<file path="config.mk">
export PLATFORM = sky130hd
export DESIGN_NAME = mmio_host_sequencer_flat
export DESIGN_NICKNAME = d
export VERILOG_FILES = /design/src/rtl/mmio_host_sequencer_if.sv /design/src/rtl/mmio_host_sequencer.sv /design/src/flat_wrapper.sv
export SDC_FILE = /design/constraint.sdc
export NUM_CORES = 1
export LEC_CHECK = 0
export CAP_MARGIN = 10
export CORE_UTILIZATION = 48
export DETAILED_ROUTE_END_ITERATION = 8
export GPL_ROUTABILITY_DRIVEN = 0
export PLACE_DENSITY = 0.85
export REMOVE_ABC_BUFFERS = 1
export SYNTH_ARGS = -nofsm -noshare
export SYNTH_HDL_FRONTEND = slang
export SYNTH_SLANG_ARGS = --single-unit
</file>
<file path="constraint.sdc">
create_clock -name clock -period 3.9 [get_ports clock]
set_input_delay 0.78 -clock clock [delete_from_list [all_inputs] [get_ports clock]]
set_output_delay 0.78 -clock clock [all_outputs]
set_load 0.01 [all_outputs]
</file>
<file path="src/rtl/mmio_host_sequencer_if.sv">
// Host/device MMIO interface between the sequencer and the processing-element mapper.
interface mmio_if #(
  parameter int INDEX_WIDTH = 32,
  parameter int DATA_WIDTH  = 32
);
  logic                   read_req;
  logic [INDEX_WIDTH-1:0] read_index;
  logic                   read_ack;
  logic [DATA_WIDTH-1:0]  read_data;
  logic                   write_req;
  logic [INDEX_WIDTH-1:0] write_index;
  logic [DATA_WIDTH-1:0]  write_data;
  logic                   write_ack;

  modport host (
    output read_req, read_index, write_req, write_index, write_data,
    input  read_ack, read_data, write_ack
  );

  modport device (
    input  read_req, read_index, write_req, write_index, write_data,
    output read_ack, read_data, write_ack
  );
endinterface

</file>
<file path="src/rtl/mmio_host_sequencer.sv">
// Single-outstanding MMIO command sequencer: one read or write at a time,
// with per-request timeout and a saturating error counter.
module mmio_host_sequencer #(
  parameter int TIMEOUT_CYCLES = 256,
  parameter int INDEX_WIDTH    = 32,
  parameter int DATA_WIDTH     = 32
) (
  input  logic                   clock,
  input  logic                   reset_n,
  input  logic                   cmd_valid,
  output logic                   cmd_ready,
  input  logic                   cmd_write,
  input  logic [INDEX_WIDTH-1:0] cmd_index,
  input  logic [DATA_WIDTH-1:0]  cmd_data,
  output logic                   rsp_valid,
  input  logic                   rsp_ready,
  output logic [DATA_WIDTH-1:0]  rsp_data,
  output logic                   rsp_error,
  output logic [7:0]             error_count,
  mmio_if.host                   pe_interface
);

  typedef enum logic [1:0] {IDLE, READ, WRITE, RESPOND} state_t;

  localparam logic [15:0] TMO_LAST = 16'(TIMEOUT_CYCLES - 1);

  state_t                 state_q, state_d;
  logic                   read_req_q, read_req_d;
  logic                   write_req_q, write_req_d;
  logic [INDEX_WIDTH-1:0] read_index_q, read_index_d;
  logic [INDEX_WIDTH-1:0] write_index_q, write_index_d;
  logic [DATA_WIDTH-1:0]  write_data_q, write_data_d;
  logic [DATA_WIDTH-1:0]  rsp_data_q, rsp_data_d;
  logic                   rsp_error_q, rsp_error_d;
  logic [7:0]             err_cnt_q, err_cnt_d;
  logic [15:0]            tmo_q, tmo_d;

  always_comb begin
    state_d       = state_q;
    read_req_d    = read_req_q;
    write_req_d   = write_req_q;
    read_index_d  = read_index_q;
    write_index_d = write_index_q;
    write_data_d  = write_data_q;
    rsp_data_d    = rsp_data_q;
    rsp_error_d   = rsp_error_q;
    err_cnt_d     = err_cnt_q;
    tmo_d         = tmo_q;
    case (state_q)
      IDLE: begin
        if (cmd_valid) begin
          tmo_d = '0;
          if (cmd_write) begin
            state_d       = WRITE;
            write_req_d   = 1'b1;
            write_index_d = cmd_index;
            write_data_d  = cmd_data;
          end else begin
            state_d      = READ;
            read_req_d   = 1'b1;
            read_index_d = cmd_index;
          end
        end
      end
      READ, WRITE: begin
        // An ack arriving on the last allowed cycle still completes cleanly.
        if ((state_q == READ) ? pe_interface.read_ack : pe_interface.write_ack) begin
          state_d     = RESPOND;
          rsp_data_d  = (state_q == READ) ? pe_interface.read_data : '0;
          rsp_error_d = 1'b0;
        end else if (tmo_q == TMO_LAST) begin
          state_d     = RESPOND;
          rsp_data_d  = '0;
          rsp_error_d = 1'b1;
          if (err_cnt_q != 8'hFF) err_cnt_d = err_cnt_q + 8'd1;
        end else begin
          tmo_d = tmo_q + 16'd1;
        end
        if (state_d == RESPOND) begin
          read_req_d    = 1'b0;
          write_req_d   = 1'b0;
          read_index_d  = '0;
          write_index_d = '0;
          write_data_d  = '0;
        end
      end
      RESPOND: begin
        if (rsp_ready) state_d = IDLE;
      end
      default: state_d = IDLE;
    endcase
  end

  always_ff @(posedge clock or negedge reset_n) begin
    if (!reset_n) begin
      state_q       <= IDLE;
      read_req_q    <= 1'b0;
      write_req_q   <= 1'b0;
      read_index_q  <= '0;
      write_index_q <= '0;
      write_data_q  <= '0;
      rsp_data_q    <= '0;
      rsp_error_q   <= 1'b0;
      err_cnt_q     <= '0;
      tmo_q         <= '0;
    end else begin
      state_q       <= state_d;
      read_req_q    <= read_req_d;
      write_req_q   <= write_req_d;
      read_index_q  <= read_index_d;
      write_index_q <= write_index_d;
      write_data_q  <= write_data_d;
      rsp_data_q    <= rsp_data_d;
      rsp_error_q   <= rsp_error_d;
      err_cnt_q     <= err_cnt_d;
      tmo_q         <= tmo_d;
    end
  end

  assign cmd_ready   = (state_q == IDLE);
  assign rsp_valid   = (state_q == RESPOND);
  assign rsp_data    = rsp_data_q;
  assign rsp_error   = rsp_error_q;
  assign error_count = err_cnt_q;

  assign pe_interface.read_req    = read_req_q;
  assign pe_interface.read_index  = read_index_q;
  assign pe_interface.write_req   = write_req_q;
  assign pe_interface.write_index = write_index_q;
  assign pe_interface.write_data  = write_data_q;

endmodule
</file>
<file path="src/flat_wrapper.sv">
// flat-port wrapper written by rule: the top's interface ports become plain ports
module mmio_host_sequencer_flat 
#(
  parameter int TIMEOUT_CYCLES = 256,
  parameter int INDEX_WIDTH    = 32,
  parameter int DATA_WIDTH     = 32
)
  (clock, reset_n, cmd_valid, cmd_ready, cmd_write, cmd_index, cmd_data, rsp_valid, rsp_ready, rsp_data, rsp_error, error_count, pe_interface_read_req, pe_interface_read_index, pe_interface_write_req, pe_interface_write_index, pe_interface_write_data, pe_interface_read_ack, pe_interface_read_data, pe_interface_write_ack);
  mmio_if #(.INDEX_WIDTH(INDEX_WIDTH), .DATA_WIDTH(DATA_WIDTH)) pe_interface_i ();
  input  logic clock;
  input  logic reset_n;
  input  logic cmd_valid;
  output logic cmd_ready;
  input  logic cmd_write;
  input  logic [INDEX_WIDTH-1:0] cmd_index;
  input  logic [DATA_WIDTH-1:0] cmd_data;
  output logic rsp_valid;
  input  logic rsp_ready;
  output logic [DATA_WIDTH-1:0] rsp_data;
  output logic rsp_error;
  output logic [7:0] error_count;
  output wire logic [$bits(pe_interface_i.read_req)-1:0] pe_interface_read_req;
  output wire logic [$bits(pe_interface_i.read_index)-1:0] pe_interface_read_index;
  output wire logic [$bits(pe_interface_i.write_req)-1:0] pe_interface_write_req;
  output wire logic [$bits(pe_interface_i.write_index)-1:0] pe_interface_write_index;
  output wire logic [$bits(pe_interface_i.write_data)-1:0] pe_interface_write_data;
  input wire logic [$bits(pe_interface_i.read_ack)-1:0] pe_interface_read_ack;
  input wire logic [$bits(pe_interface_i.read_data)-1:0] pe_interface_read_data;
  input wire logic [$bits(pe_interface_i.write_ack)-1:0] pe_interface_write_ack;
  assign pe_interface_read_req = pe_interface_i.read_req;
  assign pe_interface_read_index = pe_interface_i.read_index;
  assign pe_interface_write_req = pe_interface_i.write_req;
  assign pe_interface_write_index = pe_interface_i.write_index;
  assign pe_interface_write_data = pe_interface_i.write_data;
  assign pe_interface_i.read_ack = pe_interface_read_ack;
  assign pe_interface_i.read_data = pe_interface_read_data;
  assign pe_interface_i.write_ack = pe_interface_write_ack;
  mmio_host_sequencer #(.TIMEOUT_CYCLES(TIMEOUT_CYCLES), .INDEX_WIDTH(INDEX_WIDTH), .DATA_WIDTH(DATA_WIDTH)) u_core (.clock(clock), .reset_n(reset_n), .cmd_valid(cmd_valid), .cmd_ready(cmd_ready), .cmd_write(cmd_write), .cmd_index(cmd_index), .cmd_data(cmd_data), .rsp_valid(rsp_valid), .rsp_ready(rsp_ready), .rsp_data(rsp_data), .rsp_error(rsp_error), .error_count(error_count), .pe_interface(pe_interface_i));
endmodule
</file>
# --- Word level (Yosys, flattened, before mapping) ---
# Cells that the tools add are included.
classes:
  addsub: 2
  n_eq_ne: 13
  n_mux: 34
  n_bitwise: 1
  reduce_logical: 10
op_table:
  columns: ["operator", "count"]
  rows:
  - ["$mux W32", 10]
  - ["$pmux W32 S2", 3]
  - ["$mux W16", 3]
  - ["$pmux W16 S2", 1]
  - ["$add A16 B1 Y16 const B", 1]
  - ["$eq A16 B8 Y1 const B", 1]
  - ["$reduce_and A4 Y1", 4]
  - ["$mux W2", 6]
  - ["$add A8 B1 Y8 const B", 1]
  - ["$mux W1", 8]
  - ["$ne A2 B2 Y1 const B", 4]
  - ["$ne A8 B8 Y1 const B", 1]
  - ["$eq A2 B2 Y1 const B", 3]
  - ["$ne A2 B1 Y1 const B", 3]
  - ["$pmux W2 S3", 1]
  - ["$pmux W1 S2", 2]
  - ["$reduce_and A2 Y1", 2]
  - ["$reduce_bool A2 Y1", 2]
  - ["$eq A2 B1 Y1 const B", 1]
  - ["$logic_not A2 Y1", 1]
  - ["$reduce_or A2 Y1", 1]
  - ["$not A1 Y1", 1]
word_totals:
  regBits: 157
  inputBits: 103
  output_inout_bits: 141
  wordCells: 70

# --- Logic depth before layout (Yosys ltp) ---
# Gate-level depths: netlist of run 1.
logic_depth:
  depth_word: 7
  mapped_depth: 8
  mapped_depth_nobuf: 6

# --- Least setup slack after synthesis of run 1 ---
# OpenSTA, ideal clock, no wires.
synth_timing:
  kind: "register to register"
  from: "register u_core.tmo_q[12]"
  to: "register u_core.rsp_data_q[0] (netlist: u_core.rsp_data[0])"
  setup_ns: 0.126
  t_arrival_ns: 2.082
  t_required_ns: 3.774
  slack_ns: 1.692
  path_stages_with_launch: 7
  n_path_buf: 2
  path_cell_list: "dfrtp_1 or4_4 or4_1 buf_2 a21oi_2 buf_2 o21ai_0"
synth_between:
  elab_chain_len: 3
synth_lines:
  columns: ["item", "line", "source"]
  rows:
  - ["from (decl)", "mmio_host_sequencer.sv:36", "logic [15:0] tmo_q, tmo_d;"]
  - ["from (signal assigned)", "mmio_host_sequencer.sv:116", "tmo_q <= tmo_d;"]
  - ["$eq A16 B8 Y1", "mmio_host_sequencer.sv:71", "end else if (tmo_q == TMO_LAST) begin"]
  - ["$reduce_bool A2 Y1 (no line)", null, null]
  - ["$reduce_and A2 Y1 (no line)", null, null]
  - ["to (signal assigned)", "mmio_host_sequencer.sv:113", "rsp_data_q <= rsp_data_d;"]
  - ["to (decl)", "mmio_host_sequencer.sv:33", "logic [DATA_WIDTH-1:0] rsp_data_q, rsp_data_d;"]
# Every way passes these cells.
# A chain may end at the register's enable or synchronous reset.

# --- Worst setup path after layout of run 1 ---
layout_timing:
  from: "register u_core.tmo_q[12]"
  to: "register u_core.rsp_data_q[31] (netlist: u_core.rsp_data[31])"
# The elaborated chain is that of the path after synthesis.

==> run_results.csv, run 1 <==
group,metric,value,unit
clocking,clkTransAtPathRegs,0.06,ns
route,detail_route.wl_per_cell,19.2,µm
floorplan,io_pins,244,
floorplan,initial_core_util,50.0,%
sta,fmax,324,MHz
logic_synthesis,seq_area_frac_synth,58.7,%
clocking,post_cts.repair.setup_buffers,0,
clocking,clk_latency,0.42,ns
final_layout,area_delta_synth_final,47.0,%
logic_synthesis,synth_cells,586,
clocking,ctsHoldBuffers,0,
logic_synthesis,syn_area,6700,µm²
sta,hold_violations,0,
power,ir_drop,0.543,mV
sta,period_needed,3.08,ns
sta,period_share,79.1,%
global_route,grt_max_degree,75,
floorplan,fp.dieArea,14400,µm²
final_layout,fin_nets,923,
critical_path,critPathRequiredTime,4.14,ns
logic_synthesis,synthArstFlopShare,100,%
global_route,grt_pass1_wl,30.8,mm
clocking,tritoncts,"built",
sta,tightest_slew,1.12,ns
sta,setup_viol,0,
sta,fin_ws,0.815,ns
critical_path,crit_slowest_cell,"a21oi_2",
power,power.total,8.53,mW
clocking,cts-root-buf,"clkbuf_16",
logic_synthesis,synthTopCellsByCount,"dfrtp_1, a22o_1, nand3_1",
power,p_leak,4.26,nW
critical_path,cp_cell_sequence,"or4_4 > or4_1 > a21oi_2 > o21ai_0",
final_layout,drive_gt1_share,6.52,%
sta,tns,0,ns
critical_path,cp-end-kind,"flip-flop",
outcome,status,"finished clean",
power,powerDensity,867,nW/µm²
logic_synthesis,ys_seq_elements,157,
logic_synthesis,yosysMostFrequentCell,"dfrtp_1",
logic_synthesis,ys_types,46,
critical_path,cpPeakStageDelay,0.91,ns
logic_synthesis,synth_ff_type,"dfrtp_1",
sta,rsz0062_at_grt,"no",
place,dp_slack,0.737,ns
route,vias_per_cell,5.77,
logic_synthesis,yosys_warnings,0,
floorplan,core,13400,µm²
sta,skew,0.00703,ns
route,drtPass1Iterations,5,
logic_synthesis,synth_edf_count,0,
floorplan,rows,42,
logic_synthesis,synth.top_cell.area_share,58.7,%
route,ant_nets,0,
route,drc_errors,0,
final_layout,antenna-diode-count,0,
flow_run,maxCapViolCount,0,
sta,relSlewSlack,25.3,%
route,finalWirelength,19.3,mm
route,vias,5796,
global_route,grt_overflow,0,
place,io_buffers,243,
floorplan,die_x,120,µm
sta,drv_slew,0,
critical_path,critPathKind,"flip-flop to flip-flop",
hold_path,hold_class,"input pin to async pin",
place,place_hpwl,12.9,mm
sta,whs,0.370,ns
critical_path,arrival,3.33,ns
global_route,grt_usage,27.7,%
logic_synthesis,synth_top_area_cell,"dfrtp_1",
clocking,clock_path_buffers,2,
critical_path,start_kind,"flip-flop",
logic_synthesis,synth.avg_cell_area,11.4,µm²
critical_path,crit_fanout,32,
global_route,antenna_found_initial,0,
floorplan,die_y,120,µm
clocking,cts-resized-gates,0,
clocking,clock_sinks,157,
global_route,grt_pass1_vias,5876,
clocking,cts_htree_levels,4,
logic_synthesis,synth.top_cells.by_area,"dfrtp_1, a22o_1, nand3_1",
route,drtIter0Drc,462,
clocking,cts_buffers,17,
==> worst max-delay path, delay by kind of cell, from the launching register on <==
| kind | cells | cell delay (ns) |
|---|---|---|
| simple gates | 2 | 1.34 |
| flops | 1 | 0.43 |
| compound gates | 2 | 1.14 |
==> cell families after synthesis <==
family / count (synthesis) / share of synthesized area (%)
DFF: 157 / 58.7
muxes: 11 / 1.70
and+or+nand+nor: 154 / 13.1
adders and majority gates: 5 / 0.934
AOI/OAI and AO/OA: 170 / 19.3
buffers and inverters: 82 / 5.38
xor gates and xnor gates: 7 / 0.916
==> per-layer routing <==
| metal | share of wire (%) | global-route usage [%] | vias to the layer above |
|---|---|---|---|
| met4 | 1.9 | 10.0 | 0 |
| met2 | 51 | 47.4 | 249 |
| met5 | 0 | 0 | - |
| met3 | 7.1 | 6.42 | 30 |
| li1 | - | - | 2572 |
| met1 | 40 | 34.1 | 2945 |
==> final cells by class <==
cell class | count | area [µm²]
Fill cell | 901 | 3560
Multi-Input combinational cell | 347 | 2420
Sequential cell | 157 | 3930
Clock buffer | 22 | 464
Timing Repair Buffer | 253 | 2520
Inverter | 39 | 146
Tap cell | 176 | 220
Clock inverter | 10 | 139
==> sequential cells by signal (all words and copies together) (netlist names) <==
register / flops
u_core.pe_interface.write_index: 32
u_core.rsp_data: 32
u_core.pe_interface.write_data: 32
u_core.pe_interface.read_req: 1
u_core.pe_interface.read_index: 32
u_core.tmo_q: 16
u_core.pe_interface.write_req: 1
u_core.state_q: 2
u_core.rsp_error: 1
u_core.error_count: 8
==> cells in the final DEF, fill, tap and decap left out, drive strengths merged, types with 16 or more instances in the layout <==
cell type      instances
a21oi                 16
nor2b                 33
dfrtp                157
nand2                 19
o21ai                 39
clkbuf                22
a22o                  97
clkdlybuf4s50        242
inv                   39
nand3                 45
==> through the flow <==
step           area (µm²)  utilization, %  cells
5_1_grt              9840            73.5   1004
2_1_floorplan        6480               -    543
4_1_cts              9840            73.5   1004
3_5_place_dp         9240            69.0    972
3_3_place_gp         9240            69.0    972
6_report             9840            73.5   1004
==> worst paths after layout <==
| kind | start | to | slack (ns) | cells after the start |
|---|---|---|---|---|
| hold reg to reg | u_core.error_count[5] | u_core.error_count[5] | 0.50 | 1 |
| setup / recovery | u_core.tmo_q[12] | u_core.rsp_data[31] | 0.82 | 4 |
| setup reg to reg | u_core.tmo_q[12] | u_core.rsp_data[31] | 0.82 | 4 |
| max in group asynchronous | reset_n | u_core.rsp_data[1] | 2.68 | 2 |
| hold / removal | reset_n | u_core.pe_interface.read_index[3] | 0.37 | 1 |
| min in group clock | u_core.error_count[5] | u_core.error_count[5] | 0.50 | 1 |
==> where the power goes <==
group / total [mW] / switching, mW / internal [mW]
sequential: 2.63 / 0.373 / 2.25
clock: 1.69 / 0.646 / 1.04
combinational: 4.22 / 2.28 / 1.94
Note: power is estimated with default switching activity, not from simulation.
==> inputs of run 2 (changes only) <==
--- a/config.mk
+++ b/config.mk
@@ -6,10 +6,10 @@
 export NUM_CORES = 1
 export LEC_CHECK = 0
 export CAP_MARGIN = 10
-export CORE_UTILIZATION = 48
+export CORE_UTILIZATION = 45
 export DETAILED_ROUTE_END_ITERATION = 8
 export GPL_ROUTABILITY_DRIVEN = 0
-export PLACE_DENSITY = 0.85
+export PLACE_DENSITY = 0.81
 export REMOVE_ABC_BUFFERS = 1
 export SYNTH_ARGS = -nofsm -noshare
 export SYNTH_HDL_FRONTEND = slang
==> constraint.sdc (replaced) <==
create_clock -name clock -period 3.1 [get_ports clock]
set_input_delay 0.62 -clock clock [delete_from_list [all_inputs] [get_ports clock]]
set_output_delay 0.62 -clock clock [all_outputs]
set_load 0.01 [all_outputs]
==> run_results.csv, run 2 (same netlist as run 1, synthesis figures left out) <==
group,metric,value,unit
floorplan,io_pins,244,
clocking,ctsHoldBuffers,0,
place,placed_cell_area,9290,µm²
floorplan,die_x,124,µm
floorplan,rows,44,
floorplan,initial_core_util,46.1,%
sta,rsz0062_at_grt,"no",
clocking,cts-root-buf,"clkbuf_16",
floorplan,core,14500,µm²
route,drtPass1Iterations,5,
hold_path,hold_class,"input pin to async pin",
flow_run,maxCapViolCount,0,
power,netSwitchingPower,4.09,mW
critical_path,critPathKind,"flip-flop to output port",
global_route,antenna_found_initial,0,
place,io_buffers,243,
final_layout,antenna-diode-count,0,
clocking,clock_path_buffers,2,
final_layout,drive_gt1_share,6.98,%
critical_path,critPathRequiredTime,2.48,ns
final_layout,post-route-util,67.6,%
sta,period_share,83.1,%
power,p_sw_share,38.9,%
route,drc_errors,0,
route,drtIter0Drc,415,
final_layout,design_area,9830,µm²
sta,hold_violations,0,
outcome,status,"finished clean",
final_layout,layout_common_cells,"clkdlybuf4s50_1, dfrtp_1, a22o_1",
power,powerDensity,1070,nW/µm²
route,finalWirelength,18.5,mm
clocking,clkTransAtPathRegs,0.06,ns
clocking,cts-resized-gates,0,
final_layout,area_delta_synth_final,46.9,%
final_layout,final_common_cell,"clkdlybuf4s50_1",
clocking,clock_sinks,157,
power,seqPwrFrac,31.3,%
sta,relSlewSlack,44.0,%
clocking,tritoncts,"built",
route,vias,5726,
global_route,grt_overflow,0,
global_route,grt_usage,24.1,%
sta,tns,0,ns
global_route,grt_pass1_vias,5635,
critical_path,start_kind,"flip-flop",
sta,drv_slew,0,
place,place_hpwl,12.5,mm
floorplan,fp.dieArea,15400,µm²
power,ir_drop,0.649,mV
global_route,grt_pass1_wl,28.4,mm
clocking,cts_buffers,17,
power,power_frac_clock,17.9,%
place,dp_cells,984,
critical_path,crit_fanout,16,
final_layout,fin_nets,927,
clocking,post_cts.repair.setup_buffers,0,
sta,period_needed,2.58,ns
critical_path,arrival,1.96,ns
critical_path,cp-end-kind,"output port",
power,comb_power_share,50.8,%
sta,fmax,388,MHz
sta,setup_viol,0,
sta,skew,0.00754,ns
global_route,grt_max_degree,70,
sta,tightest_slew,0.831,ns
power,p_leak,4.25,nW
power,power.total,10.5,mW
route,ant_nets,0,
route,detail_route.wl_per_cell,18.2,µm
route,vias_per_cell,5.64,
clocking,clk_latency,0.42,ns
power,p_int,6.41,mW
floorplan,die_y,124,µm
clocking,cts_htree_levels,4,
final_layout,instances_no_fill,1015,
[run 2: area by class of cell]
type | count | area (µm²)
inverters | 39 | 146
clock inverters | 9 | 65.1
well taps | 184 | 230
clock buffers | 22 | 474
fillers | 1021 | 4700
flip-flops and latches | 157 | 3930
multi-input cells | 347 | 2420
repair buffers | 257 | 2560
[run 2: critical path: stages (launching register included)]
cell and delay (ns):
dfrtp_1 0.40, inv_1 0.13, ha_2 0.38, clkdlybuf4s50_1 0.62
[run 2: routing by layer]
layer	vias up	GRT usage, %	routed length, µm
met5	-	0	0
met4	0	10.7	558
met3	43	5.31	1260
met2	253	41.3	9270
met1	2845	29.1	7390
li1	2585	-	-
[run 2: worst paths after layout]
kind / endpoint / depth (start not counted) / start / slack, ns
setup / recovery: cmd_ready / 3 / u_core.state_q[1] / 0.52
hold / removal: u_core.pe_interface.read_index[13] / 1 / reset_n / 0.20
setup reg to reg: u_core.rsp_data[11] / 5 / u_core.tmo_q[12] / 0.56
hold reg to reg: u_core.pe_interface.read_index[7] / 1 / u_core.pe_interface.read_index[7] / 0.50
max in group asynchronous: u_core.tmo_q[4] / 2 / reset_n / 2.09
min in group clock: u_core.pe_interface.read_index[7] / 1 / u_core.pe_interface.read_index[7] / 0.50
[run 2: stage by stage]
stage                     hold slack, ns  worst slack [ns]
final                              0.199             0.523
after global routing               0.256             0.413
after CTS                          0.225             0.525
after detailed placement           0.485             0.449
after global placement             0.481             0.530
after floorplan                    0.324             -1.15
[run 2: power groups by stage]
stage          clock, mW  combinational (mW)  sequential, mW
2_1_floorplan          0                2.34            3.58
3_3_place_gp           0                5.19            3.26
3_5_place_dp           0                5.30            3.30
4_1_cts             1.91                5.34            3.28
5_1_grt             2.00                5.75            3.37
6_report            1.88                5.33            3.29
==> inputs of run 3 (changes only) <==
--- a/config.mk
+++ b/config.mk
@@ -6,10 +6,10 @@
 export NUM_CORES = 1
 export LEC_CHECK = 0
 export CAP_MARGIN = 10
-export CORE_UTILIZATION = 45
+export CORE_UTILIZATION = 40
 export DETAILED_ROUTE_END_ITERATION = 8
 export GPL_ROUTABILITY_DRIVEN = 0
-export PLACE_DENSITY = 0.81
+export PLACE_DENSITY = 0.76
 export REMOVE_ABC_BUFFERS = 1
 export SYNTH_ARGS = -nofsm -noshare
 export SYNTH_HDL_FRONTEND = slang
==> constraint.sdc (replaced) <==
create_clock -name clock -period 2.3 [get_ports clock]
set_input_delay 0.46 -clock clock [delete_from_list [all_inputs] [get_ports clock]]
set_output_delay 0.46 -clock clock [all_outputs]
set_load 0.01 [all_outputs]
==> run_results.csv, run 3 (same netlist as run 1, synthesis figures left out) <==
group,metric,value,unit
place,io_buffers,243,
final_layout,final_common_cell,"clkdlybuf4s50_1",
route,drtPass1Iterations,5,
final_layout,antenna-diode-count,0,
critical_path,cp-end-kind,"flip-flop",
floorplan,core,16100,µm²
sta,period_share,98.3,%
floorplan,fp.dieArea,17300,µm²
critical_path,cp-startpoint,"u_core.tmo_q[11]",
floorplan,die_y,131,µm
global_route,grt_pass1_wl,30.9,mm
final_layout,fin_nets,951,
clocking,clkTransAtPathRegs,0.06,ns
place,dp_slack,-0.0666,ns
route,detail_route.wl_per_cell,18.6,µm
route,finalWirelength,19.9,mm
floorplan,io_pins,244,
hold_path,min-delay-start,"u_core.pe_interface.read_index[3]",
place,placed_cell_area,9510,µm²
global_route,grt_max_degree,65,
sta,fmax,442,MHz
sta,drv_slew,0,
critical_path,arrival,2.60,ns
power,p_sw_share,39.3,%
clocking,cts_buffers,17,
floorplan,die_x,131,µm
critical_path,crit_fanout,5,
power,p_int,9.12,mW
sta,skew,0.00989,ns
clocking,tritoncts,"built",
final_layout,regArea,3930,µm²
clocking,clk_latency,0.42,ns
critical_path,start_kind,"flip-flop",
place,place_hpwl,13.0,mm
clocking,clock_path_buffers,2,
critical_path,critPathRequiredTime,2.64,ns
clocking,cts_htree_levels,4,
final_layout,area_delta_synth_final,53.4,%
route,vias,5791,
route,drtIter0Drc,374,
critical_path,r2r-start,"u_core.tmo_q[11]",
sta,tightest_slew,0.788,ns
sta,fin_ws,0.0380,ns
place,dp_cells,1030,
power,comb_power_share,52.5,%
route,ant_nets,0,
hold_path,hold_class,"flip-flop to flip-flop",
route,drc_errors,0,
route,vias_per_cell,5.40,
final_layout,nFillCells,1254,
sta,tns,0,ns
global_route,grt_pass1_vias,5738,
outcome,status,"finished clean",
final_layout,drive_gt1_share,10.2,%
clocking,cts-root-buf,"clkbuf_16",
power,ir_drop,0.883,mV
flow_run,maxCapViolCount,0,
floorplan,rows,46,
power,power.total,15.0,mW
power,power_frac_clock,18.0,%
final_layout,design_area,10300,µm²
final_layout,layout_common_cells,"clkdlybuf4s50_1, dfrtp_1, a22o_1",
critical_path,critPathKind,"flip-flop to flip-flop",
global_route,antenna_found_initial,0,
power,netSwitchingPower,5.91,mW
sta,period_needed,2.26,ns
final_layout,post-route-util,63.7,%
floorplan,initial_core_util,41.5,%
power,p_leak,4.47,nW
power,powerDensity,1460,nW/µm²
sta,whs,0.502,ns
sta,setup_viol,0,
sta,hold_violations,0,
global_route,grt_usage,22.5,%
final_layout,instances_no_fill,1072,
final_layout,multiInputGateArea,2480,µm²
sta,relSlewSlack,46.7,%
clocking,clock_sinks,157,
power,seqPwrFrac,29.5,%
global_route,grt_overflow,0,
sta,rsz0062_at_grt,"yes",
## run 3: cell types whose count changed in the layout (fill, tap and decap cells not counted), sizes merged
cell | previous run | this run
buf | 15 | 35
inv | 39 | 45
clkinv | 4 | 2
bufinv | 0 | 1
clkbuf | 22 | 21
clkdlybuf4s50 | 242 | 241
dlygate4sd3 | 0 | 1
dlymetal6s2s | 0 | 1
## run 3: cell type report
cell class	count	area share [%]
multi-input cells	347	24.2
clock inverters	14	1.29
repair buffers	281	28.0
flip-flops and latches	157	38.3
inverters	39	1.43
clock buffers	18	4.18
well taps	216	2.63
## run 3: timing repair
action / CTS / global route
pin swaps: 0 / 6
endpoints found under the hold margin: 40 / 0
hold buffers: 1 / 0
endpoints found under the setup margin: 3 / 18
gates cloned: 0 / 4
gates resized for setup: 3 / 11
buffers inserted: 0 / 5
## run 3: worst max-delay path, stage by stage (launching register included)
cell	delay, ns
dfrtp_1	0.39
or4_4	0.58
or4_4	0.60
buf_6	0.16
nor4_4	0.26
xor2_1	0.18
## run 3: final timing paths
check                                                endpoint  slack (ns)  depth (start not counted)
setup / recovery                        u_core.error_count[7]        0.04                          5
hold / removal              u_core.pe_interface.read_index[3]        0.50                          1
setup reg to reg                        u_core.error_count[7]        0.04                          5
hold reg to reg             u_core.pe_interface.read_index[3]        0.50                          1
max in group asynchronous  u_core.pe_interface.write_data[14]        1.10                          3
min in group asynchronous  u_core.pe_interface.write_index[6]        0.54                          2
## run 3: power by group through the flow
stage	registers, mW	clock network [mW]	logic [mW]
after detailed placement	4.46	0	7.41
after global placement	4.40	0	7.25
after CTS	4.42	2.75	7.50
final	4.43	2.70	7.89
after floorplan	4.66	0	2.90
after global routing	4.55	2.87	8.43
## run 3: routing by layer
layer	track usage (%)	vias up	wire (µm)
li1	-	2638	-
met1	27.9	2873	8320
met2	37.9	240	9840
met3	5.59	40	1160
met4	8.40	0	575
met5	0	-	0
